## config.mk

```make
export PLATFORM = sky130hd
export DESIGN_NAME = rect_envelope_detector
export DESIGN_NICKNAME = d
export VERILOG_FILES = /design/src/rtl/rect_envelope_detector_pkg.sv /design/src/rtl/rect_sample_ring.sv /design/src/rtl/rect_envelope_detector.sv
export SDC_FILE = /design/constraint.sdc
export NUM_CORES = 1
export LEC_CHECK = 0
export ABC_CLOCK_PERIOD_IN_PS = 9050
export BUFFER_PORTS_ARGS = -buffer_cell sky130_fd_sc_hd__buf_2
export CELL_PAD_IN_SITES_DETAIL_PLACEMENT = 2
export CELL_PAD_IN_SITES_GLOBAL_PLACEMENT = 2
export CORE_MARGIN = 3
export CORE_UTILIZATION = 30
export CTS_CLUSTER_SIZE = 30
export DETAILED_ROUTE_END_ITERATION = 10
export MAX_ROUTING_LAYER = met4
export PLACE_DENSITY = 0.63
export SYNTH_ARGS = -nofsm -noshare
export SYNTH_HDL_FRONTEND = slang
export SYNTH_SLANG_ARGS = --single-unit
```

## constraint.sdc

```tcl
create_clock -name clk -period 9.05 [get_ports clk]
set_clock_uncertainty 0.05 [all_clocks]
set_input_delay 0.4525 -clock clk [delete_from_list [all_inputs] [get_ports clk]]
set_output_delay 0.4525 -clock clk [all_outputs]
set_load 0.03 [all_outputs]
```

## src/rtl/rect_envelope_detector_pkg.sv

```systemverilog
// Shared demod-chain definitions: rectifier mode encodings and a saturating absolute value.
package rect_pkg;

  localparam logic [1:0] MODE_FULL = 2'b00;
  localparam logic [1:0] MODE_HALF = 2'b01;
  localparam logic [1:0] MODE_BYP  = 2'b10;

  // |x| clamped to 2**(w-1)-1, so the most-negative w-bit value cannot wrap back negative.
  function automatic logic [31:0] sat_abs(input logic signed [31:0] x, input int unsigned w);
    logic signed [31:0] lim;
    lim = (32'sd1 <<< (w - 1)) - 32'sd1;
    if (x >= 0)
      return $unsigned(x);
    else if (-x > lim)
      return $unsigned(lim);
    else
      return $unsigned(-x);
  endfunction

endpackage

```

## src/rtl/rect_sample_ring.sv

```systemverilog
// Circular buffer of the last N rectified samples with write pointer and saturating fill count.
module rect_sample_ring
  import rect_pkg::*;
#(
  parameter int DATA_W   = 12,
  parameter int AVG_LOG2 = 4
) (
  input  logic              clk,
  input  logic              rst,
  input  logic              wr_en,
  input  logic              clr,
  input  logic [DATA_W-1:0] wr_data,
  output logic [DATA_W-1:0] oldest,
  output logic [AVG_LOG2:0] fill
);

  localparam int N     = 1 << AVG_LOG2;
  localparam int PTR_W = (AVG_LOG2 > 0) ? AVG_LOG2 : 1;
  localparam int FILL_W = AVG_LOG2 + 1;

  logic [DATA_W-1:0] mem [1 << PTR_W];
  logic [PTR_W-1:0]  wr_ptr;
  logic [PTR_W-1:0]  wr_idx;
  logic [PTR_W-1:0]  ptr_next;

  // A clear restarts the window at slot 0 and hides every older entry.
  always_comb begin
    wr_idx   = clr ? '0 : wr_ptr;
    ptr_next = (wr_idx == PTR_W'(N - 1)) ? '0 : wr_idx + PTR_W'(1);
    oldest   = (!clr && fill == FILL_W'(N)) ? mem[wr_ptr] : '0;
  end

  always_ff @(posedge clk) begin
    if (wr_en)
      mem[wr_idx] <= wr_data;
  end

  always_ff @(posedge clk) begin
    if (rst) begin
      wr_ptr <= '0;
      fill   <= '0;
    end else if (wr_en) begin
      wr_ptr <= ptr_next;
      if (clr)
        fill <= FILL_W'(1);
      else if (fill != FILL_W'(N))
        fill <= fill + FILL_W'(1);
    end
  end

endmodule

```

## src/rtl/rect_envelope_detector.sv

```systemverilog
// Rectifier (full/half/bypass) followed by a power-of-two boxcar average giving the AM envelope.
module rect_envelope_detector
  import rect_pkg::*;
#(
  parameter int DATA_W   = 12,
  parameter int AVG_LOG2 = 4
) (
  input  logic              clk,
  input  logic              rst,
  input  logic              in_valid,
  input  logic [DATA_W-1:0] data_in,
  input  logic [1:0]        mode,
  output logic              rect_valid,
  output logic [DATA_W-1:0] rect_out,
  output logic              env_valid,
  output logic [DATA_W-1:0] env_out,
  output logic              env_primed
);

  localparam int N      = 1 << AVG_LOG2;
  localparam int ACC_W  = DATA_W + AVG_LOG2;
  localparam int FILL_W = AVG_LOG2 + 1;

  function automatic logic [DATA_W-1:0] rectify(input logic signed [DATA_W-1:0] x,
                                                input logic [1:0] m);
    logic [31:0] a;
    a = sat_abs(32'(x), DATA_W);
    case (m)
      MODE_HALF: return x[DATA_W-1] ? '0 : x;
      MODE_BYP:  return x;
      default:   return a[DATA_W-1:0];
    endcase
  endfunction

  logic [1:0]        mode_prev;
  logic              clr_p1;
  logic [DATA_W-1:0] oldest;
  logic [FILL_W-1:0] fill;
  logic [ACC_W-1:0]  acc;
  logic [ACC_W-1:0]  acc_base;
  logic [ACC_W-1:0]  acc_next;
  logic              primed_next;

  // ---- stage p1: rectify and flag a mode change for the averager ----
  always_ff @(posedge clk) begin
    if (rst) begin
      rect_valid <= 1'b0;
      rect_out   <= '0;
      mode_prev  <= MODE_FULL;
      clr_p1     <= 1'b0;
    end else begin
      rect_valid <= in_valid;
      if (in_valid) begin
        rect_out  <= rectify(data_in, mode);
        mode_prev <= mode;
        clr_p1    <= (mode != mode_prev);
      end
    end
  end

  rect_sample_ring #(
    .DATA_W  (DATA_W),
    .AVG_LOG2(AVG_LOG2)
  ) u_ring (
    .clk    (clk),
    .rst    (rst),
    .wr_en  (rect_valid),
    .clr    (clr_p1),
    .wr_data(rect_out),
    .oldest (oldest),
    .fill   (fill)
  );

  // Running sum may wrap transiently before the subtraction; the final result always fits.
  always_comb begin
    acc_base    = clr_p1 ? '0 : acc;
    acc_next    = acc_base + ACC_W'(rect_out) - ACC_W'(oldest);
    primed_next = clr_p1 ? (N == 1) : (fill >= FILL_W'(N - 1));
  end

  // ---- stage p2: accumulate and register the envelope ----
  always_ff @(posedge clk) begin
    if (rst) begin
      acc        <= '0;
      env_valid  <= 1'b0;
      env_out    <= '0;
      env_primed <= 1'b0;
    end else begin
      env_valid <= rect_valid;
      if (rect_valid) begin
        acc        <= acc_next;
        env_out    <= acc_next[ACC_W-1:AVG_LOG2];
        env_primed <= primed_next;
      end
    end
  end

endmodule

```

Word-level counts from Yosys, hierarchy flattened

Memories as Yosys holds them, arrays and structs flattened. A register that Yosys moved wholly into a read port is not among the register bits.
Cells that the tools add are included.

Memories kept: 1
Output and inout bits: 27
Word-level logic and storage cells: 44
Memory bits (writable): 192
Flip-flop bits (word level): 55
Bits in latches: 0
Memory bits (read-only): 0

Memories:

| name       | words | bits a word | read ports | clocked after memory_dff | write ports | RTL line               | text |
|---|---|---|---|---|---|---|---|
| u_ring.mem | 16    | 12          | 1          | 1                        | 1           | rect_sample_ring.sv:21 | `logic [DATA_W-1:0] mem [1 << PTR_W];` |

Equal/unequal tests: 6
Bitwise operators: 0
Mux-type cells: 15
Shifts and indexed selects: 0
Reductions and logical operators: 4
Multipliers: 0
Add/sub/neg operators: 5
Order comparisons: 3
Div/mod/pow operators: 0

Operators with widths:

| cell                 | number |
|---|---|
| $mux 12              | 3 |
| $gt 32x12->1 const B | 1 |
| $neg 12->32          | 1 |
| $pmux 12 s2          | 1 |
| $add 16x12->16       | 1 |
| $mux 16              | 1 |
| $mux 4               | 4 |
| $sub 16x12->16       | 1 |
| $ge 12x1->1 const B  | 1 |
| $mux 11              | 1 |
| $mux 5               | 2 |
| $add 5x1->5 const B  | 1 |
| $eq 5x5->1 const B   | 1 |
| $ge 5x4->1 const B   | 1 |
| $ne 5x5->1 const B   | 1 |
| $add 4x1->4 const B  | 1 |
| $eq 4x4->1 const B   | 1 |
| $mux 1               | 3 |
| $eq 2x1->1 const B   | 1 |
| $eq 2x2->1 const B   | 1 |
| $ne 2x2->1           | 1 |
| $reduce_and 2->1     | 1 |
| $reduce_bool 2->1    | 1 |
| $logic_and 1x1->1    | 1 |
| $logic_not 1->1      | 1 |

Longest topological paths before layout

Gate-level depths: netlist of the first run.

Depth in word-level cells: 5
Depth in mapped cells: 15
Depth with buffers taken out: 14

Cells and area by module

Synthesis of the first run repeated with hierarchy kept, for this count alone.

Cells, all modules: 789
Area total of the unflattened synthesis: 11260.8 µm²

By module, submodules not included:

| module                 | cells each | times used | area each (µm²) |
|---|---|---|---|
| rect_sample_ring       | 401        | 1          | 8224.1 |
| rect_envelope_detector | 388        | 1          | 3036.7 |

Least setup slack after synthesis of the first run

No wires, ideal clock.

Kind: register to register
Start: reg (tool-made name)
End: reg env_out[11]
Clock period less this slack: 4.045 ns
Setup time: 0.120 ns
Stages on the path, launching flop included: 15
Data arrival time: 3.875 ns
Setup slack: 5.005 ns
Data required time: 8.880 ns
Cells stage by stage: dfxtp_1 > buf_2 > buf_1 > mux4_2 > mux4_2 > nor2b_1 > fa_1 > inv_1 > ha_1 > clkbuf_1 > nand4_1 > a2111oi_0 > o21ai_0 > and3_1 > o31a_1

RTL lines:

| what                   | RTL line                     | text |
|---|---|---|
| end signal: assignment | rect_envelope_detector.sv:92 | `env_out <= acc_next[ACC_W-1:AVG_LOG2];` |
| end: declaration       | rect_envelope_detector.sv:16 | `output logic [DATA_W-1:0] env_out,` |

==> metrics.cfg, run 1 <==
[grt]
grt_pass1_vias = 7373
overflow = 0
grt_max_degree = 49
grt_pass1_wl_um = 48000
grt_usage = 0.168
antenna_found_initial = 0

[final_layout]
diodes = 0
finish.instance_area_sq_um = 12600
drive_gt1_frac = 0.206
multiInputGateArea_sq_um = 3950
area_growth_pct = 14.3
final_cells = 1286
nNetsFinal = 865
regArea_sq_um = 6710
fill_cells = 3691

[setup_path]
worstPathArrival_ps = 5460
path_max_fanout = 48
crit_type = flip-flop to flip-flop
required_ps = 9450
cp-start-kind = flip-flop
critPathCaptureType = flip-flop

[pwr]
peakVddDrop_v = 0.000130
total_power_mw = 2.81
power_per_cell_area_nw_per_um2 = 222
p_leak_nw = 4.34

[yosys]
synthTopCellsByCount = edfxtp_1, mux4_2, inv_1
synth_area_leader_cell = edfxtp_1
seq_area_frac_synth = 0.607
synthDistinctLibCells = 65
yosysMostFrequentCell = edfxtp_1
ys.flop_type = edfxtp_1
synth-edff-count = 192
synthTopCellsByArea = edfxtp_1, mux4_2, dfxtp_1
syn_area_sq_um = 11100
avgSynthCellArea_sq_um = 14.4
ys_warn_count = 0
synth_nets = 827
ys_ff_latch = 239
synth_top_area_frac = 0.522
synthArstFlopShare = 0
synthCells = 767

[sta]
min_period_ps = 5060
setup_slack_ps = 3990
timing_hold_violations_final = 0
tns_ps = 0
final.period_utilization = 0.559
slew_violations = 0
max_freq_mhz = 198
worst_pin_slew_ps = 1040
rsz0062_at_grt = false
relSlewSlack = 0.303
setup_viol = 0

[cts]
cts-root-buf = clkbuf_16
cts_made_buffers = 27
hold_buffers = 0
cts_tree = done
insertion_delay_ps = 550
path_clk_slew_ps = 60
post_cts_resized = 0
htreeDepth = 1
cts_setup_buffers = 0
cts.sinks = 239
cts_buffer_depth = 3

[placement]
portBuffers = 43
place_area_sq_um = 11800
dp_hpwl_um = 20100
gp_congestion = 0.806
dp_cells = 1237
place_ws_ps = 4030

[hold_path]
hp-class = input pin to flip-flop

[run_status]
outcome = completed

[drt]
vias = 6655
vias_per_cell = 5.17
dr.pass1.iters = 4
drc = 0
drt_wl_total_um = 31600
ant_nets = 0
wl_per_cell_um = 24.5
first_iter_violations = 431

[floorplan]
die_area_sq_um = 39200
rows = 69
dieHeight_um = 198
die_x_um = 198
start_util = 0.308
core-area_sq_um = 35900
io_pins = 44

[run]
drv_cap = 0

## worst max-delay path, cell delays in order, from the launching register on
cell and delay (ps):
dfxtp_4 1040, mux4_2 670, mux4_2 530, nor2b_1 180, fa_1 560, inv_1 50, ha_1 280, a2111o_1 480
o21ai_1 510, a2111oi_0 260, a311o_1 320
## metrics by stage
stage / hold WS, ps / utilization
after floorplan: 407 / -
after global routing: 154 / 0.352
after CTS: 147 / 0.352
final: 159 / 0.352
after global placement: 416 / 0.328
after detailed placement: 437 / 0.328
## power by group
group          internal (mW)  switching [mW]  total [mW]
logic                  0.175           0.283       0.457
clock network          0.636           0.451        1.09
registers               1.22          0.0442        1.26
total                   2.03           0.778        2.81
## state kept, by name, summed over array words and instances (netlist names), named ones only
signal,count
u_ring.fill,5
acc,4
env_primed,1
u_ring.wr_ptr,4
rect_valid,1
clr_p1,1
mode_prev,2
env_out,12
u_ring.mem,192
rect_out,12
env_valid,1
## worst paths after layout
check / start / depth (start not counted) / slack, ps / end
worst max-delay path: flip-flop / 10 / 3990 / env_out[5]
worst min-delay path: mode[1] / 3 / 160 / mode_prev[1]
worst max register to register: flip-flop / 10 / 3990 / env_out[5]
worst min register to register: env_primed / 2 / 440 / env_primed
## final cells by class
cell class,count,area share
clock buffers,34,0.0555
clock inverters,15,0.0128
inverters,59,0.0175
multi-input cells,421,0.312
flip-flops and latches,239,0.531
well taps,461,0.0456
repair buffers,57,0.0253
## logic make-up (layout without fill, tap and decap cells)
group	Yosys count	after routing	share of synthesized area
buffers and inverters	107	165	0.0438
muxes	65	65	0.127
DFF	239	239	0.607
xor gates and xnor gates	5	5	0.00396
adders and majority gates	43	43	0.0568
and+or+nand+nor	185	185	0.0855
AOI/OAI and AO/OA	123	123	0.0763
## cells in the final DEF (no fill, tap or decap), drive strengths merged, types with 14 or more instances in the layout
cell,count
nor2,43
inv,59
nand2,35
edfxtp,192
o21ai,20
nor2b,15
a211oi,14
clkbuf,34
nor3,22
dfxtp,47
ha,31
nand2b,22
buf,57
a21oi,33
mux4,60
## metal layers
metal,share of wire,vias up,global-route usage
met5,0,-,-
met4,0.013,0,0.0317
met3,0.036,30,0.0221
met2,0.49,106,0.279
met1,0.46,3520,0.224
li1,-,2999,-
Note: power is estimated with default switching activity, not from simulation.
==> inputs of run 2 (changes only) <==
--- a/config.mk
+++ b/config.mk
@@ -5,7 +5,7 @@
 export SDC_FILE = /design/constraint.sdc
 export NUM_CORES = 1
 export LEC_CHECK = 0
-export ABC_CLOCK_PERIOD_IN_PS = 9050
+export ABC_CLOCK_PERIOD_IN_PS = 4700
 export BUFFER_PORTS_ARGS = -buffer_cell sky130_fd_sc_hd__buf_2
 export CELL_PAD_IN_SITES_DETAIL_PLACEMENT = 2
 export CELL_PAD_IN_SITES_GLOBAL_PLACEMENT = 2
==> constraint.sdc (replaced) <==
create_clock -name clk -period 4.7 [get_ports clk]
set_clock_uncertainty 0.05 [all_clocks]
set_input_delay 0.235 -clock clk [delete_from_list [all_inputs] [get_ports clk]]
set_output_delay 0.235 -clock clk [all_outputs]
set_load 0.03 [all_outputs]
==> metrics.cfg, run 2 (same netlist as run 1, synthesis figures left out) <==
[floorplan]
die_x_um = 198  ; unchanged
io_pins = 44  ; unchanged
rows = 69  ; unchanged
die_area_sq_um = 39200  ; unchanged
start_util = 0.308  ; unchanged
dieHeight_um = 198  ; unchanged
core-area_sq_um = 35900  ; unchanged

[drt]
vias = 6740  ; was 6,655
vias_per_cell = 5.13  ; was 5.17
drc = 0  ; unchanged
wl_per_cell_um = 23.9  ; was 24.5 um
first_iter_violations = 552  ; was 431
drt_wl_total_um = 31400  ; was 31,600 um
ant_nets = 0  ; unchanged
dr.pass1.iters = 5  ; was 4

[grt]
grt_usage = 0.168  ; about the same
met3_usage = 0.0235  ; was 0.0221
overflow = 0  ; unchanged
grt_use_met1 = 0.228  ; was 0.224
grt_use_met2 = 0.273  ; was 0.279
top_usage_layer = met2  ; unchanged
grt_pass1_vias = 7377  ; was 7,373
antenna_found_initial = 0  ; unchanged
grt_pass1_wl_um = 48000  ; about the same
grt_max_degree = 34  ; was 49

[final_layout]
final_cells = 1314  ; was 1,286
largestRegisters = u_ring.mem: 192 flops, env_out: 12 flops, rect_out: 12 flops  ; unchanged
drive_gt1_frac = 0.229  ; was 0.206
area_growth_pct = 16.6  ; was 14.3%
top_register = u_ring.mem  ; unchanged
final_cell_mix = edfxtp_1, mux4_2, inv_1  ; unchanged
diodes = 0  ; unchanged
postLayoutCoreUtil = 0.359  ; was 0.352
nNetsFinal = 893  ; was 865
largest_reg_flops = 192  ; unchanged
finish.instance_area_sq_um = 12900  ; was 12,600 sq um
final_common_cell = edfxtp_1  ; unchanged

[cts]
cts_tree = done  ; unchanged
cts-root-buf = clkbuf_16  ; unchanged
htreeDepth = 1  ; unchanged
cts_buffer_depth = 3  ; unchanged
cts_made_buffers = 27  ; unchanged
cts.sinks = 239  ; unchanged
path_clk_slew_ps = 60  ; about the same
insertion_delay_ps = 550  ; about the same
cts_setup_buffers = 0  ; unchanged

[placement]
dp_hpwl_um = 21000  ; was 20,100 um
place_ws_ps = 357  ; was 4030 ps
place_area_sq_um = 11900  ; was 11,800 sq um
gp_congestion = 0.790  ; was 0.806
dp_cells = 1260  ; was 1,237
portBuffers = 43  ; unchanged

[run_status]
outcome = completed  ; unchanged

[sta]
final.period_utilization = 0.919  ; was 0.559
slew_violations = 0  ; unchanged
relSlewSlack = 0.272  ; was 0.303
max_freq_mhz = 231  ; was 198 MHz
whs_ps = 19.6  ; was 159 ps
setup_slack_ps = 379  ; was 3990 ps
rsz0062_at_grt = false  ; unchanged
worst_pin_slew_ps = 1090  ; was 1040 ps
timing_hold_violations_final = 0  ; unchanged
setup_viol = 0  ; unchanged
tns_ps = 0  ; unchanged
min_period_ps = 4320  ; was 5060 ps

[setup_path]
required_ps = 5040  ; was 9450 ps
rr_worst_depth = 12  ; was 10
worstPathArrival_ps = 4660  ; was 5460 ps
cp-start-kind = flip-flop  ; unchanged
rrSetupSlack_ps = 380  ; was 3990 ps
regToRegEndpoint = env_out[4]  ; was env_out[5]
path_max_fanout = 11  ; was 48
critPathCaptureType = flip-flop  ; unchanged
crit_type = flip-flop to flip-flop  ; unchanged

[hold_path]
holdPathEnd = rect_out[11]  ; was mode_prev[1]
holdPathStages = 3  ; unchanged
hold_start = data_in[11]  ; was mode[1]
hp-class = input pin to flip-flop  ; unchanged

[run]
drv_cap = 0  ; unchanged

[pwr]
power_per_cell_area_nw_per_um2 = 427  ; was 222 nW/um^2
total_power_mw = 5.50  ; was 2.81 mW
peakVddDrop_v = 0.000274  ; was 0.000130 V
p_leak_nw = 4.51  ; was 4.34 nW

## run 2: worst max-delay path by stage
stage	cells after the start	slack [ps]	to
floorplan	14	650	env_out[11]
global placement	12	410	env_out[8]
finish	12	380	env_out[4]
detailed placement	12	360	env_out[11]
CTS	12	360	env_out[11]
global route	12	130	env_out[11]
## run 2: area by class of cell
cell class              count  area, sq um
fillers                  3688        23000
flip-flops and latches    239         6710
multi-input cells         421         3910
clock buffers              31          711
well taps                 461          577
repair buffers             85          568
inverters                  59          221
clock inverters            18          196
## run 2: power breakdown
group | internal, mW | switching [mW] | total, mW
registers | 2.34 | 0.0574 | 2.40
logic | 0.365 | 0.567 | 0.932
clock network | 1.30 | 0.872 | 2.17
## run 2: per-layer routing
| metal | share of wire | routed length [um] | vias up |
|---|---|---|---|
| met5 | 0 | 0 | - |
| met4 | 0.015 | 480 | 0 |
| met3 | 0.043 | 1340 | 35 |
| met2 | 0.48 | 15200 | 135 |
| met1 | 0.46 | 14400 | 3516 |
| li1 | - | - | 3054 |
## run 2: repair_timing
item / in CTS / in global routing
setup endpoints to repair: 0 / 0
gates resized for setup: 0 / 0
hold endpoints to repair: 6 / 0
hold buffers: 5 / 0
## run 2: critical path, stage by stage (launching register included)
cell and delay (ps):
dfxtp_4 470, buf_4 230, mux4_2 510, mux4_2 480
nor2b_1 170, fa_1 530, inv_1 40, ha_1 320
nor2b_1 170, o31a_1 280, buf_4 160, o32ai_1 530
o221ai_1 220
